`src/rtl/sdram_pkg.sv`:
```
// sdram_pkg: shared command encodings and writer state type
// used by the SDRAM burst writer and its address generator
package sdram_pkg;

  localparam logic [3:0] CMD_NOP  = 4'b0111;
  localparam logic [3:0] CMD_ACT  = 4'b0011;
  localparam logic [3:0] CMD_WR   = 4'b0100;
  localparam logic [3:0] CMD_PRE  = 4'b0010;
  localparam logic [3:0] CMD_AREF = 4'b0001;

  localparam int A10_BIT = 10;

  typedef enum logic [2:0] {
    IDLE,
    REQ,
    ACT,
    WR,
    PRE
  } wr_state_t;

endpackage

```
`src/rtl/sdram_burst_writer_if.sv`:
```
// sdram_burst_writer_if: job, arbiter, source and SDRAM bus
// signals of the burst writer; master is the writer side
interface sdram_burst_writer_if #(
  parameter int DATA_W = 16,
  parameter int ROW_W  = 12,
  parameter int COL_W  = 9,
  parameter int BANK_W = 2,
  parameter int LEN_W  = 10
);

  logic                          wr_start;
  logic [BANK_W+ROW_W+COL_W-1:0] wr_base_addr;
  logic [LEN_W-1:0]              wr_len;
  logic                          wr_busy;
  logic                          write_req;
  logic                          write_en;
  logic                          ref_req;
  logic                          write_end_flag;
  logic [DATA_W-1:0]             wr_data_in;
  logic                          wr_data_ack;
  logic [3:0]                    wr_cmd;
  logic [ROW_W-1:0]              wr_addr;
  logic [BANK_W-1:0]             wr_bank_addr;
  logic [DATA_W-1:0]             wr_dq;
  logic                          wr_dq_oe;

  modport master (
    input  wr_start, wr_base_addr, wr_len,
    input  write_en, ref_req, wr_data_in,
    output wr_busy, write_req, write_end_flag,
    output wr_data_ack, wr_cmd, wr_addr,
    output wr_bank_addr, wr_dq, wr_dq_oe
  );

  modport slave (
    output wr_start, wr_base_addr, wr_len,
    output write_en, ref_req, wr_data_in,
    input  wr_busy, write_req, write_end_flag,
    input  wr_data_ack, wr_cmd, wr_addr,
    input  wr_bank_addr, wr_dq, wr_dq_oe
  );

endinterface

```
`src/rtl/sdram_burst_writer_addr_gen.sv`:
```
// sdram_wr_addr_gen: linear {bank,row,col} counter plus burst count;
// flags describe what the pending burst advance will produce
module sdram_wr_addr_gen
  import sdram_pkg::*;
#(
  parameter int ROW_W     = 12,
  parameter int COL_W     = 9,
  parameter int BANK_W    = 2,
  parameter int BURST_LEN = 4,
  parameter int LEN_W     = 10
) (
  input  logic                          sys_clk,
  input  logic                          sys_rst,
  input  logic                          load,
  input  logic [BANK_W+ROW_W+COL_W-1:0] base,
  input  logic [LEN_W-1:0]              len,
  input  logic                          adv,
  output logic [BANK_W+ROW_W+COL_W-1:0] lin,
  output logic                          row_end,
  output logic                          rem_zero
);

  localparam int AW = BANK_W + ROW_W + COL_W;

  logic [LEN_W-1:0] rem;

  // col carry ripples into row, row carry into bank, bank wraps
  always_ff @(posedge sys_clk or negedge sys_rst) begin
    if (!sys_rst) begin
      lin <= '0;
      rem <= '0;
    end else if (load) begin
      lin <= base;
      rem <= len;
    end else if (adv) begin
      lin <= lin + AW'(BURST_LEN);
      rem <= rem - LEN_W'(1);
    end
  end

  assign row_end  = &(lin[COL_W-1:0] | COL_W'(BURST_LEN - 1));
  assign rem_zero = (rem == LEN_W'(1));

endmodule

```
`src/rtl/sdram_burst_writer.sv`:
```
// sdram_burst_writer: ACT/WRITE/PRE burst write engine with refresh resume
// define SDRAM_WR_TEST_PATTERN_EN to drive an address pattern on DQ
module sdram_burst_writer
  import sdram_pkg::*;
#(
  parameter int DATA_W    = 16,
  parameter int ROW_W     = 12,
  parameter int COL_W     = 9,
  parameter int BANK_W    = 2,
  parameter int BURST_LEN = 4,
  parameter int LEN_W     = 10,
  parameter int T_RCD     = 3,
  parameter int T_RP      = 3
) (
  input logic                 sys_clk,
  input logic                 sys_rst,
  sdram_burst_writer_if.master bus
);

  localparam int AW    = BANK_W + ROW_W + COL_W;
  localparam int BL1   = BURST_LEN - 1;
  localparam int TMX   = (T_RCD > T_RP) ? T_RCD : T_RP;
  localparam int CMAX  = (TMX > BL1) ? TMX : BL1;
  localparam int CNT_W = (CMAX < 2) ? 1 : $clog2(CMAX + 1);

  localparam logic [CNT_W-1:0] RCD_END  = CNT_W'(T_RCD);
  localparam logic [CNT_W-1:0] RP_END   = CNT_W'(T_RP);
  localparam logic [CNT_W-1:0] BEAT_END = CNT_W'(BL1);
  localparam logic [ROW_W-1:0] A10_ONE  = ROW_W'(1) << A10_BIT;

  wr_state_t         state;
  wr_state_t         exit_st;
  logic [CNT_W-1:0]  cnt;
  logic [AW-1:0]     lin;
  logic [BANK_W-1:0] bank;
  logic [ROW_W-1:0]  row;
  logic [COL_W-1:0]  col;
  logic [COL_W-1:0]  col_nxt;
  logic              row_end;
  logic              rem_zero;
  logic              load;
  logic              last_beat;
  logic              cont;
  logic [DATA_W-1:0] src;

  assign {bank, row, col} = lin;
  assign col_nxt   = col + COL_W'(BURST_LEN);
  assign load      = (state == IDLE) && bus.wr_start &&
                     (bus.wr_len != '0);
  assign last_beat = (state == WR) && (cnt == BEAT_END);
  assign cont      = !rem_zero && !bus.ref_req && !row_end;

  // ack leads each beat by one cycle: last ACT cycle, then
  // every WR cycle except a final beat that does not chain
  assign bus.wr_data_ack =
    ((state == ACT) && (cnt == RCD_END)) ||
    ((state == WR) && ((cnt != BEAT_END) || cont));

  sdram_wr_addr_gen #(
    .ROW_W     (ROW_W),
    .COL_W     (COL_W),
    .BANK_W    (BANK_W),
    .BURST_LEN (BURST_LEN),
    .LEN_W     (LEN_W)
  ) u_addr_gen (
    .sys_clk  (sys_clk),
    .sys_rst  (sys_rst),
    .load     (load),
    .base     (bus.wr_base_addr),
    .len      (bus.wr_len),
    .adv      (last_beat),
    .lin      (lin),
    .row_end  (row_end),
    .rem_zero (rem_zero)
  );

  // main FSM; command/address registered on the state edge
  always_ff @(posedge sys_clk or negedge sys_rst) begin
    if (!sys_rst) begin
      state              <= IDLE;
      exit_st            <= IDLE;
      cnt                <= '0;
      bus.wr_cmd         <= CMD_NOP;
      bus.wr_addr        <= '0;
      bus.wr_bank_addr   <= '0;
      bus.write_req      <= 1'b0;
      bus.write_end_flag <= 1'b0;
      bus.wr_busy        <= 1'b0;
    end else begin
      bus.wr_cmd         <= CMD_NOP;
      bus.write_end_flag <= 1'b0;
      unique case (state)
        IDLE: begin
          if (load) begin
            state         <= REQ;
            bus.write_req <= 1'b1;
            bus.wr_busy   <= 1'b1;
          end
        end
        REQ: begin
          if (bus.write_en) begin
            state            <= ACT;
            cnt              <= '0;
            bus.write_req    <= 1'b0;
            bus.wr_cmd       <= CMD_ACT;
            bus.wr_addr      <= row;
            bus.wr_bank_addr <= bank;
          end
        end
        ACT: begin
          if (cnt == RCD_END) begin
            state            <= WR;
            cnt              <= '0;
            bus.wr_cmd       <= CMD_WR;
            bus.wr_addr      <= ROW_W'(col);
            bus.wr_bank_addr <= bank;
          end else begin
            cnt <= cnt + CNT_W'(1);
          end
        end
        WR: begin
          if (cnt == BEAT_END) begin
            cnt <= '0;
            if (cont) begin
              bus.wr_cmd  <= CMD_WR;
              bus.wr_addr <= ROW_W'(col_nxt);
            end else begin
              state       <= PRE;
              bus.wr_cmd  <= CMD_PRE;
              bus.wr_addr <= A10_ONE;
              exit_st     <= rem_zero    ? IDLE :
                             bus.ref_req ? REQ  : ACT;
            end
          end else begin
            cnt <= cnt + CNT_W'(1);
          end
        end
        PRE: begin
          if (cnt == RP_END) begin
            cnt   <= '0;
            state <= exit_st;
            unique case (exit_st)
              IDLE: begin
                bus.wr_busy        <= 1'b0;
                bus.write_end_flag <= 1'b1;
              end
              REQ: bus.write_req <= 1'b1;
              default: begin
                bus.wr_cmd       <= CMD_ACT;
                bus.wr_addr      <= row;
                bus.wr_bank_addr <= bank;
              end
            endcase
          end else begin
            cnt <= cnt + CNT_W'(1);
          end
        end
        default: state <= IDLE;
      endcase
    end
  end

`ifdef SDRAM_WR_TEST_PATTERN_EN
  logic [AW-1:0] pat;
  logic          unused_data;
  assign pat = lin + ((state == WR) ?
                      (AW'(cnt) + AW'(1)) : AW'(0));
  assign src = DATA_W'(pat);
  assign unused_data = ^bus.wr_data_in;
`else
  assign src = bus.wr_data_in;
`endif

  // DQ follows ack by one cycle, aligned with the command stream
  always_ff @(posedge sys_clk or negedge sys_rst) begin
    if (!sys_rst) begin
      bus.wr_dq    <= '0;
      bus.wr_dq_oe <= 1'b0;
    end else begin
      bus.wr_dq_oe <= bus.wr_data_ack;
      if (bus.wr_data_ack) begin
        bus.wr_dq <= src;
      end
    end
  end

endmodule

```
`src/flat_wrapper.sv`:
```
// flat-port wrapper written by rule: the top's interface ports become plain ports
module sdram_burst_writer_flat import sdram_pkg::*;
#(
  parameter int DATA_W    = 16,
  parameter int ROW_W     = 12,
  parameter int COL_W     = 9,
  parameter int BANK_W    = 2,
  parameter int BURST_LEN = 4,
  parameter int LEN_W     = 10,
  parameter int T_RCD     = 3,
  parameter int T_RP      = 3
)
  (sys_clk, sys_rst, bus_wr_start, bus_wr_base_addr, bus_wr_len, bus_write_en, bus_ref_req, bus_wr_data_in, bus_wr_busy, bus_write_req, bus_write_end_flag, bus_wr_data_ack, bus_wr_cmd, bus_wr_addr, bus_wr_bank_addr, bus_wr_dq, bus_wr_dq_oe);
  sdram_burst_writer_if #(.DATA_W(DATA_W), .ROW_W(ROW_W), .COL_W(COL_W), .BANK_W(BANK_W), .LEN_W(LEN_W)) bus_i ();
  input logic sys_clk;
  input logic sys_rst;
  input wire logic [$bits(bus_i.wr_start)-1:0] bus_wr_start;
  input wire logic [$bits(bus_i.wr_base_addr)-1:0] bus_wr_base_addr;
  input wire logic [$bits(bus_i.wr_len)-1:0] bus_wr_len;
  input wire logic [$bits(bus_i.write_en)-1:0] bus_write_en;
  input wire logic [$bits(bus_i.ref_req)-1:0] bus_ref_req;
  input wire logic [$bits(bus_i.wr_data_in)-1:0] bus_wr_data_in;
  output wire logic [$bits(bus_i.wr_busy)-1:0] bus_wr_busy;
  output wire logic [$bits(bus_i.write_req)-1:0] bus_write_req;
  output wire logic [$bits(bus_i.write_end_flag)-1:0] bus_write_end_flag;
  output wire logic [$bits(bus_i.wr_data_ack)-1:0] bus_wr_data_ack;
  output wire logic [$bits(bus_i.wr_cmd)-1:0] bus_wr_cmd;
  output wire logic [$bits(bus_i.wr_addr)-1:0] bus_wr_addr;
  output wire logic [$bits(bus_i.wr_bank_addr)-1:0] bus_wr_bank_addr;
  output wire logic [$bits(bus_i.wr_dq)-1:0] bus_wr_dq;
  output wire logic [$bits(bus_i.wr_dq_oe)-1:0] bus_wr_dq_oe;
  assign bus_i.wr_start = bus_wr_start;
  assign bus_i.wr_base_addr = bus_wr_base_addr;
  assign bus_i.wr_len = bus_wr_len;
  assign bus_i.write_en = bus_write_en;
  assign bus_i.ref_req = bus_ref_req;
  assign bus_i.wr_data_in = bus_wr_data_in;
  assign bus_wr_busy = bus_i.wr_busy;
  assign bus_write_req = bus_i.write_req;
  assign bus_write_end_flag = bus_i.write_end_flag;
  assign bus_wr_data_ack = bus_i.wr_data_ack;
  assign bus_wr_cmd = bus_i.wr_cmd;
  assign bus_wr_addr = bus_i.wr_addr;
  assign bus_wr_bank_addr = bus_i.wr_bank_addr;
  assign bus_wr_dq = bus_i.wr_dq;
  assign bus_wr_dq_oe = bus_i.wr_dq_oe;
  sdram_burst_writer #(.DATA_W(DATA_W), .ROW_W(ROW_W), .COL_W(COL_W), .BANK_W(BANK_W), .BURST_LEN(BURST_LEN), .LEN_W(LEN_W), .T_RCD(T_RCD), .T_RP(T_RP)) u_core (.sys_clk(sys_clk), .sys_rst(sys_rst), .bus(bus_i));
endmodule
```
`config.mk`:
```
export PLATFORM = sky130hd
export DESIGN_NAME = sdram_burst_writer_flat
export DESIGN_NICKNAME = d
export VERILOG_FILES = /design/src/rtl/sdram_pkg.sv /design/src/rtl/sdram_burst_writer_if.sv /design/src/rtl/sdram_burst_writer_addr_gen.sv /design/src/rtl/sdram_burst_writer.sv /design/src/flat_wrapper.sv
export SDC_FILE = /design/constraint.sdc
export NUM_CORES = 1
export LEC_CHECK = 0
export BUFFER_PORTS_ARGS = -buffer_cell sky130_fd_sc_hd__buf_2
export CAP_MARGIN = 20
export CORE_ASPECT_RATIO = 0.5
export CORE_MARGIN = 2
export CORE_UTILIZATION = 40
export DETAILED_ROUTE_END_ITERATION = 12
export MAX_ROUTING_LAYER = met4
export RECOVER_POWER = 50
export SLEW_MARGIN = 20
export SYNTH_ARGS = -nofsm -noshare
export SYNTH_HDL_FRONTEND = slang
export SYNTH_SLANG_ARGS = --single-unit
```
`constraint.sdc`:
```
create_clock -name sys_clk -period 2.55 [get_ports sys_clk]
set_input_delay 0 -clock sys_clk [delete_from_list [all_inputs] [get_ports sys_clk]]
set_output_delay 0 -clock sys_clk [all_outputs]
set_load 0.05 [all_outputs]
```
==> run summary, run 1 <==
======================================================================================
Transition time of the tightest slew-check pin ..........................      1.93 ns
Most numerous cell in the Yosys netlist .................................      dfrtp_1
TritonCTS clock tree ....................................................         done
Net load switching power ................................................    0.00355 W
Post-Synthesis Net Count ................................................          487
Final slew viol count ...................................................           78
Cell type with the largest total area after synthesis ...................      dfrtp_1
Source-to-sink clock delay at the later pin of the worst-skew pair ......      0.34 ns
Number of buffers inserted during clock tree synthesis ..................            9
Register area share after synthesis .....................................        46.4%
Reg2reg start ........................................................... u_core.u_addr_gen.rem[1]$_DFFE_PN0P_
Unrepaired setup endpoints after global routing .........................        false
Ratio of routed vias to standard cells ..................................         5.44
Number of primary I/O pins ..............................................           93
Number of placement rows ................................................           26
Vias in the first global route ..........................................         3692
Synthesized cell area ................................................... 0.00416 mm^2
Number of maximum-capacitance constraint violations .....................            1
Cell count after synthesis ..............................................          429
Cell Int Power ..........................................................    0.00407 W
Arr. time, crit path ....................................................      2.46 ns
Required time of the worst setup path ...................................      2.55 ns
Estimated wirelength of the detail-placed design ........................      8.02 mm
Sequential cell fraction of total power .................................        31.0%
Number of enable flip-flop cells after synthesis ........................            0
Capturing point of the worst reg2reg path ............................... u_core.bus.wr_dq[5]$_DFFE_PN0P_
Final critical path time including I/O delays and setup .................      2.46 ns
Category of the most critical setup path ................................ register to output port
Area growth from synthesis to layout ....................................        35.4%
Sink count of the clock tree ............................................           77
Yosys warnings ..........................................................            0
Reg2reg setup slack .....................................................      0.09 ns
Initial standard-cell utilization of the core ...........................        41.0%
Run status .............................................................. finished with violations
Weighted congestion reported at the end of routability-driven placement .        0.801
Number of detailed-route iterations in the first pass ...................            5
Share of power burned in combinational logic ............................        52.1%
Worst setup path startpoint ............................................. u_core.u_addr_gen.rem[1]$_DFFE_PN0P_
Mean routed wirelength per cell .........................................      16.8 um
Peak fanout along the critical path .....................................            9
Relative max-transition margin ..........................................       -28.8%
Netlist cell types ......................................................           67
Buffers from clock root to sink, at most ................................            2
Synth cell count leaders ................................................ dfrtp_1, nand2_1, nor2_1
Type of the tightest min-delay check .................................... primary input to register
Clock Pin Slew Worst Setup and Hold Paths ...............................      0.06 ns
Timing-limited maximum frequency ........................................    0.406 GHz
CTS H-Tree Depth ........................................................            3
Top cells by area, synth ................................................ dfrtp_1, nand2_1, mux2_4
Clock root buffer .......................................................    clkbuf_16
Sum of routed wire length over all layers ...............................      12.1 mm
Fill cell total of the finished layout ..................................          960
Main synth FF type ......................................................      dfrtp_1
DRC marker count from the first detailed-route iteration ................          365
Fraction of power spent switching nets ..................................        46.6%
X dimension of the die ..................................................       148 um
Global-route wire length before repair ..................................      19.3 mm
DR DRC count ............................................................            0
Leakage power summed over all cells .....................................      2.51 nW
Ratio of final minimum period to clock period ...........................        96.6%
Total negative setup slack ..............................................         0 ns
Number of antenna violations at the first check in global routing .......            0
Power per unit of standard cell area .................................... 1350 mW/mm^2
#FFs+latches synth ......................................................           77
Antenna Cells ...........................................................            0
Clock Skew ..............................................................   0.00442 ns
Sort of element at the start of the critical path .......................     register
Detailed-route via count ................................................         3921
Y dimension of the die ..................................................      76.1 um
Number of buffer cells added on primary ports ...........................           91
Number of resized instances in the post-cts repair step .................            0
Post-Route Utilization ..................................................        55.5%
Crit path capture type ..................................................  output port
Async S/R FF share, synth ...............................................         100%
Post-route ant nets .....................................................            0
Critical Path End ....................................................... bus_wr_data_ack
Average cell area after synthesis .......................................    9.70 um^2
Overflow left after global routing ......................................            0
Net count reported at finish ............................................          634
Number of cell instances on the worst register-to-register path .........            9
Failing checks .......................................................... max-capacitance violations, max-slew violations
Hold Violations, Final ..................................................            0
Portion of total power attributed to the clock network ..................        16.8%
Worst vdd rail ir drop ..................................................     0.444 mV
Overall global routing resource usage ...................................        22.5%
Pin count of the biggest net entering global routing ....................           78
Total die area ..........................................................  0.0113 mm^2
Layout cell share with drive strength beyond 1 ..........................        25.6%
Final setup violating endpoints .........................................            0
Area fraction of the dominant cell type after synthesis .................        44.5%
Area of the core ........................................................  0.0101 mm^2
======================================================================================
## logic make-up (layout without fill, tap and decap cells)
group | count (synthesis) | after routing | share of synthesized area, %
simple gates | 171 | 171 | 21.3
compound gates | 106 | 106 | 17.9
flops | 77 | 77 | 46.4
buf+inv | 39 | 191 | 4.36
mux | 24 | 24 | 7.22
xor+xnor | 7 | 7 | 1.47
fa+ha+maj | 4 | 4 | 1.20
other cells | 1 | 1 | 0.0901
## layer usage
layer	wire, um	share of wire (%)	global-route usage (%)
met5	0	0	-
met4	95	0.79	4.10
met3	743	6.1	4.97
met2	5360	44	33.6
met1	5890	49	31.9
## sequential cells by signal, indices dropped and copies added (netlist names)
register	flops
u_core.bus.wr_bank_addr	2
u_core.cnt	2
u_core.u_addr_gen.lin	23
u_core.bus.wr_dq_oe	1
u_core.bus.write_req	1
u_core.u_addr_gen.rem	10
u_core.bus.wr_dq	16
u_core.state	3
u_core.bus.wr_cmd	3
u_core.exit_st	2
u_core.bus.write_end_flag	1
u_core.bus.wr_busy	1
u_core.bus.wr_addr	12
## cells in the final DEF, fill, tap and decap left out, types with 4 or more instances in the layout
cell type      instances
a221o_1                8
and3_1                 4
o211ai_1               6
nor4_1                 7
nand2_1               58
mux2_4                 9
xor2_1                 5
a22oi_1                7
nand3_1               21
mux2_2                12
nand4_1                7
buf_2                 74
nand3b_1               5
a31oi_1                4
nor3_1                10
dlygate4sd3_1         52
nor2_1                28
a21oi_1               21
ha_1                   4
inv_1                 11
dfrtp_1               74
clkbuf_1              16
a221oi_1               4
buf_4                 19
o21ai_0               25
or3_1                  4
clkbuf_16              9
nor2b_1                5
## timing repair
item                                    in CTS  in global routing
cloned                                       0                  0
endpoints found under the setup margin       1                  9
setup buffers                                3                  0
endpoints found under the hold margin      126                  0
hold buffers                                52                  0
pin swaps                                    1                  1
## final cells by class
| type | instances | area (um^2) | share of cell area [%] |
|---|---|---|---|
| multi-input combinational | 313 | 2050 | 36.4 |
| tap | 140 | 175 | 3.11 |
| sequential | 77 | 1930 | 34.3 |
| timing repair buffer | 164 | 1140 | 20.2 |
| clock buffer | 9 | 225 | 4.00 |
| inverter | 11 | 41.3 | 0.733 |
| clock inverter | 7 | 75.1 | 1.33 |
## power by group through the flow
stage	Combinational (W)	Clock, W	Sequential (W)
finish	0.00397	0.00128	0.00236
global route	0.00428	0.00136	0.00244
CTS	0.00400	0.00132	0.00234
detailed placement	0.00383	0	0.00236
global placement	0.00378	0	0.00234
floorplan	0.00209	0	0.00308
## critical path: stages (launching register included)
cell and delay, ns:
dfrtp_1 0.39, inv_1 0.11, ha_1 0.14, or4b_4 0.48, o31ai_4 0.26, nor3_4 0.13, nor3_4 0.23, buf_12 0.13
inv_1 0.04, buf_2 0.20
## worst min path at each step
stage,startpoint,end,slack [ns],depth (start not counted)
after floorplan,sys_rst,u_core.bus.wr_addr[0]$_DFFE_PN0P_,-0.30,0
after global placement,bus_wr_base_addr[1],u_core.u_addr_gen.lin[1]$_DFFE_PN0P_,0.19,3
after detailed placement,bus_wr_base_addr[1],u_core.u_addr_gen.lin[1]$_DFFE_PN0P_,0.20,3
after CTS,bus_wr_start,u_core.bus.write_req$_DFFE_PN0P_,0.15,4
after global routing,bus_wr_start,u_core.bus.wr_busy$_DFFE_PN0P_,0.19,4
final,bus_wr_start,u_core.bus.write_req$_DFFE_PN0P_,0.16,4
## stage by stage
stage          setup slack (ns)  power [W]  hold WS [ns]  instance area, um^2  instances
2_1_floorplan             0.165    0.00517        -0.296                 4160        429
3_3_place_gp              0.216    0.00612         0.190                 4800        650
3_5_place_dp              0.149    0.00619         0.197                 4800        650
4_1_cts                  0.0330    0.00766         0.151                 5660        721
5_1_grt                0.000991    0.00809         0.195                 5640        721
6_report                 0.0865    0.00762         0.160                 5640        721
No activity file was read; power rests on OpenSTA's default activity.
==> run 2: changes to the inputs <==
Settings changed: CTS_BUF_LIST set to sky130_fd_sc_hd__clkbuf_16, RECOVER_POWER 50 to 25.
==> run summary, run 2 (synthesis results as in run 1) <==
======================================================================================
Total negative setup slack ..............................................         0 ns
Net count reported at finish ............................................          634
Overflow left after global routing ......................................            0
Failing checks .......................................................... max-capacitance violations, max-slew violations
Vias in the first global route ..........................................         3692
Number of maximum-capacitance constraint violations .....................            1
Crit path max-delay family .............................................. simple AND/OR/NAND/NOR gates
Number of cell instances on the worst register-to-register path .........            9
Peak fanout along the critical path .....................................            9
Mean routed wirelength per cell .........................................      16.8 um
Most frequent cells in the layout ....................................... buf_2, dfrtp_1, nand2_1
DRC marker count from the first detailed-route iteration ................          367
DR DRC count ............................................................            0
Number of resized instances in the post-cts repair step .................            0
Leakage power summed over all cells .....................................      2.56 nW
Hold endpoint ........................................................... u_core.bus.write_req$_DFFE_PN0P_
Minimum hold slack ......................................................     0.158 ns
Most common cell after layout, fill and taps aside ......................        buf_2
Ratio of routed vias to standard cells ..................................         5.44
Cells along the critical path ........................................... inv_1, ha_1, or4b_4, o31ai_4, nor3_4, nor3_4, buf_12, inv_1, buf_2
Hold Violations, Final ..................................................            0
CP max stage delay ......................................................      0.48 ns
Number of detailed-route iterations in the first pass ...................            5
Number of antenna violations at the first check in global routing .......            0
Sort of element at the start of the critical path .......................     register
Start point of the worst hold path ...................................... bus_wr_start
Detailed-route via count ................................................         3924
Antenna Cells ...........................................................            0
Number of primary I/O pins ..............................................           93
Clock Pin Slew Worst Setup and Hold Paths ...............................      0.06 ns
Reg2reg setup slack .....................................................      0.09 ns
Final setup violating endpoints .........................................            0
Cell count after placement ..............................................          650
Power per unit of standard cell area .................................... 1350 mW/mm^2
Buffer and inverter count on the worst path .............................            4
Fill cell total of the finished layout ..................................          947
Weighted congestion reported at the end of routability-driven placement .        0.801
Capturing point of the worst reg2reg path ............................... u_core.bus.wr_dq[5]$_DFFE_PN0P_
X dimension of the die ..................................................       148 um
Worst vdd rail ir drop ..................................................     0.445 mV
Unrepaired setup endpoints after global routing .........................        false
Area of the core ........................................................  0.0101 mm^2
Register with the most flip-flops ....................................... u_core.u_addr_gen.lin
Flip-flop count of the largest register, all copies and words added .....           23
Depth of the worst hold-timing path .....................................            4
Buffers from clock root to sink, at most ................................            2
Final critical path time including I/O delays and setup .................      2.46 ns
Final slew viol count ...................................................           78
Global-route wire length before repair ..................................      19.3 mm
Number of buffer cells added on primary ports ...........................           91
Sink count of the clock tree ............................................           77
Relative max-transition margin ..........................................       -29.2%
Crit path capture type ..................................................  output port
Transition time of the tightest slew-check pin ..........................      1.94 ns
Reg2reg start ........................................................... u_core.u_addr_gen.rem[1]$_DFFE_PN0P_
Y dimension of the die ..................................................      76.1 um
Number of buffers inserted during clock tree synthesis ..................            9
Clock root buffer .......................................................    clkbuf_16
Ratio of final minimum period to clock period ...........................        96.5%
Source-to-sink clock delay at the later pin of the worst-skew pair ......      0.34 ns
Non-Filler Instances ....................................................          721
Number of placement rows ................................................           26
Worst Slack Setup Final .................................................    0.0888 ns
Initial standard-cell utilization of the core ...........................        41.0%
Required time of the worst setup path ...................................      2.55 ns
Run status .............................................................. finished with violations
Total die area ..........................................................  0.0113 mm^2
Layout cell share with drive strength beyond 1 ..........................        28.4%
Area growth from synthesis to layout ....................................        35.9%
Clock Skew ..............................................................   0.00498 ns
Sum of routed wire length over all layers ...............................      12.1 mm
Pin count of the biggest net entering global routing ....................           78
Post-route ant nets .....................................................            0
Arr. time, crit path ....................................................      2.46 ns
Estimated wirelength of the detail-placed design ........................      8.02 mm
Largest registers ....................................................... u_core.u_addr_gen.lin: 23 flops, u_core.bus.wr_dq: 16 flops, u_core.bus.wr_addr: 12 flops
TritonCTS clock tree ....................................................         done
Overall global routing resource usage ...................................        22.5%
CTS H-Tree Depth ........................................................            3
Category of the most critical setup path ................................ register to output port
Critical-path cell with the highest stage delay .........................       or4b_4
Type of the tightest min-delay check .................................... primary input to register
Worst setup slack before clock tree synthesis ...........................     0.149 ns
Post-Route Utilization ..................................................        55.7%
Timing-limited maximum frequency ........................................    0.406 GHz
======================================================================================
## run 2: changes by cell type in the layout (fill, tap and decap cells not counted), sizes merged
cell    change
buf        +16
clkbuf     -16
## run 2: repair_timing
action,CTS,global route
setup buffers,3,0
hold buffers,52,0
setup endpoints to repair,1,9
pin swaps,1,1
hold endpoints to repair,126,0
## run 2: how the worst max path moves through the flow
stage | endpoint | start | cells past startpoint
6_report | bus_wr_data_ack | u_core.u_addr_gen.rem[1]$_DFFE_PN0P_ | 9
5_1_grt | bus_wr_data_ack | u_core.u_addr_gen.rem[1]$_DFFE_PN0P_ | 9
4_1_cts | bus_wr_data_ack | u_core.u_addr_gen.rem[1]$_DFFE_PN0P_ | 9
3_5_place_dp | u_core.bus.wr_dq[2]$_DFFE_PN0P_ | u_core.u_addr_gen.rem[1]$_DFFE_PN0P_ | 8
3_3_place_gp | u_core.bus.wr_dq[1]$_DFFE_PN0P_ | u_core.u_addr_gen.rem[1]$_DFFE_PN0P_ | 8
2_1_floorplan | u_core.bus.wr_dq_oe$_DFF_PN0_ | u_core.u_addr_gen.rem[1]$_DFFE_PN0P_ | 8
## run 2: final cells by class
type | count | area, um^2 | area share (%)
clock buffer | 9 | 225 | 3.98
inverter | 11 | 41.3 | 0.730
sequential | 77 | 1930 | 34.1
timing repair buffer | 164 | 1160 | 20.5
tap | 140 | 175 | 3.10
clock inverter | 7 | 75.1 | 1.33
multi-input combinational | 313 | 2050 | 36.2
## run 2: worst register-to-register path: cells and delay by family, from the launching register on
| family | cells | cell delay [ns] |
|---|---|---|
| AOI/OAI and AO/OA | 1 | 0.26 |
| adders and majority gates | 1 | 0.14 |
| buffers and inverters | 3 | 0.37 |
| DFF | 1 | 0.38 |
| muxes | 1 | 0.34 |
| and+or+nand+nor | 3 | 0.84 |
## run 2: metal layers
metal  up-vias  wire (um)  track usage (%)
met4         0        108             4.10
met1      1912       5930             31.9
li1       1877          -                -
met3        10        709             4.97
met5         -          0                -
met2       125       5360             33.6
## run 2: per-stage QoR
stage / instance area [um^2] / power (W)
2_1_floorplan: 4160 / 0.00517
3_3_place_gp: 4800 / 0.00612
3_5_place_dp: 4800 / 0.00619
4_1_cts: 5660 / 0.00766
5_1_grt: 5660 / 0.00812
6_report: 5660 / 0.00765
## run 2: report_power, final
part	total, W	internal (W)	switching (W)
clock network	0.00128	0.000762	0.000522
logic	0.00401	0.00153	0.00248
registers	0.00236	0.00181	0.000553
total	0.00765	0.00410	0.00355
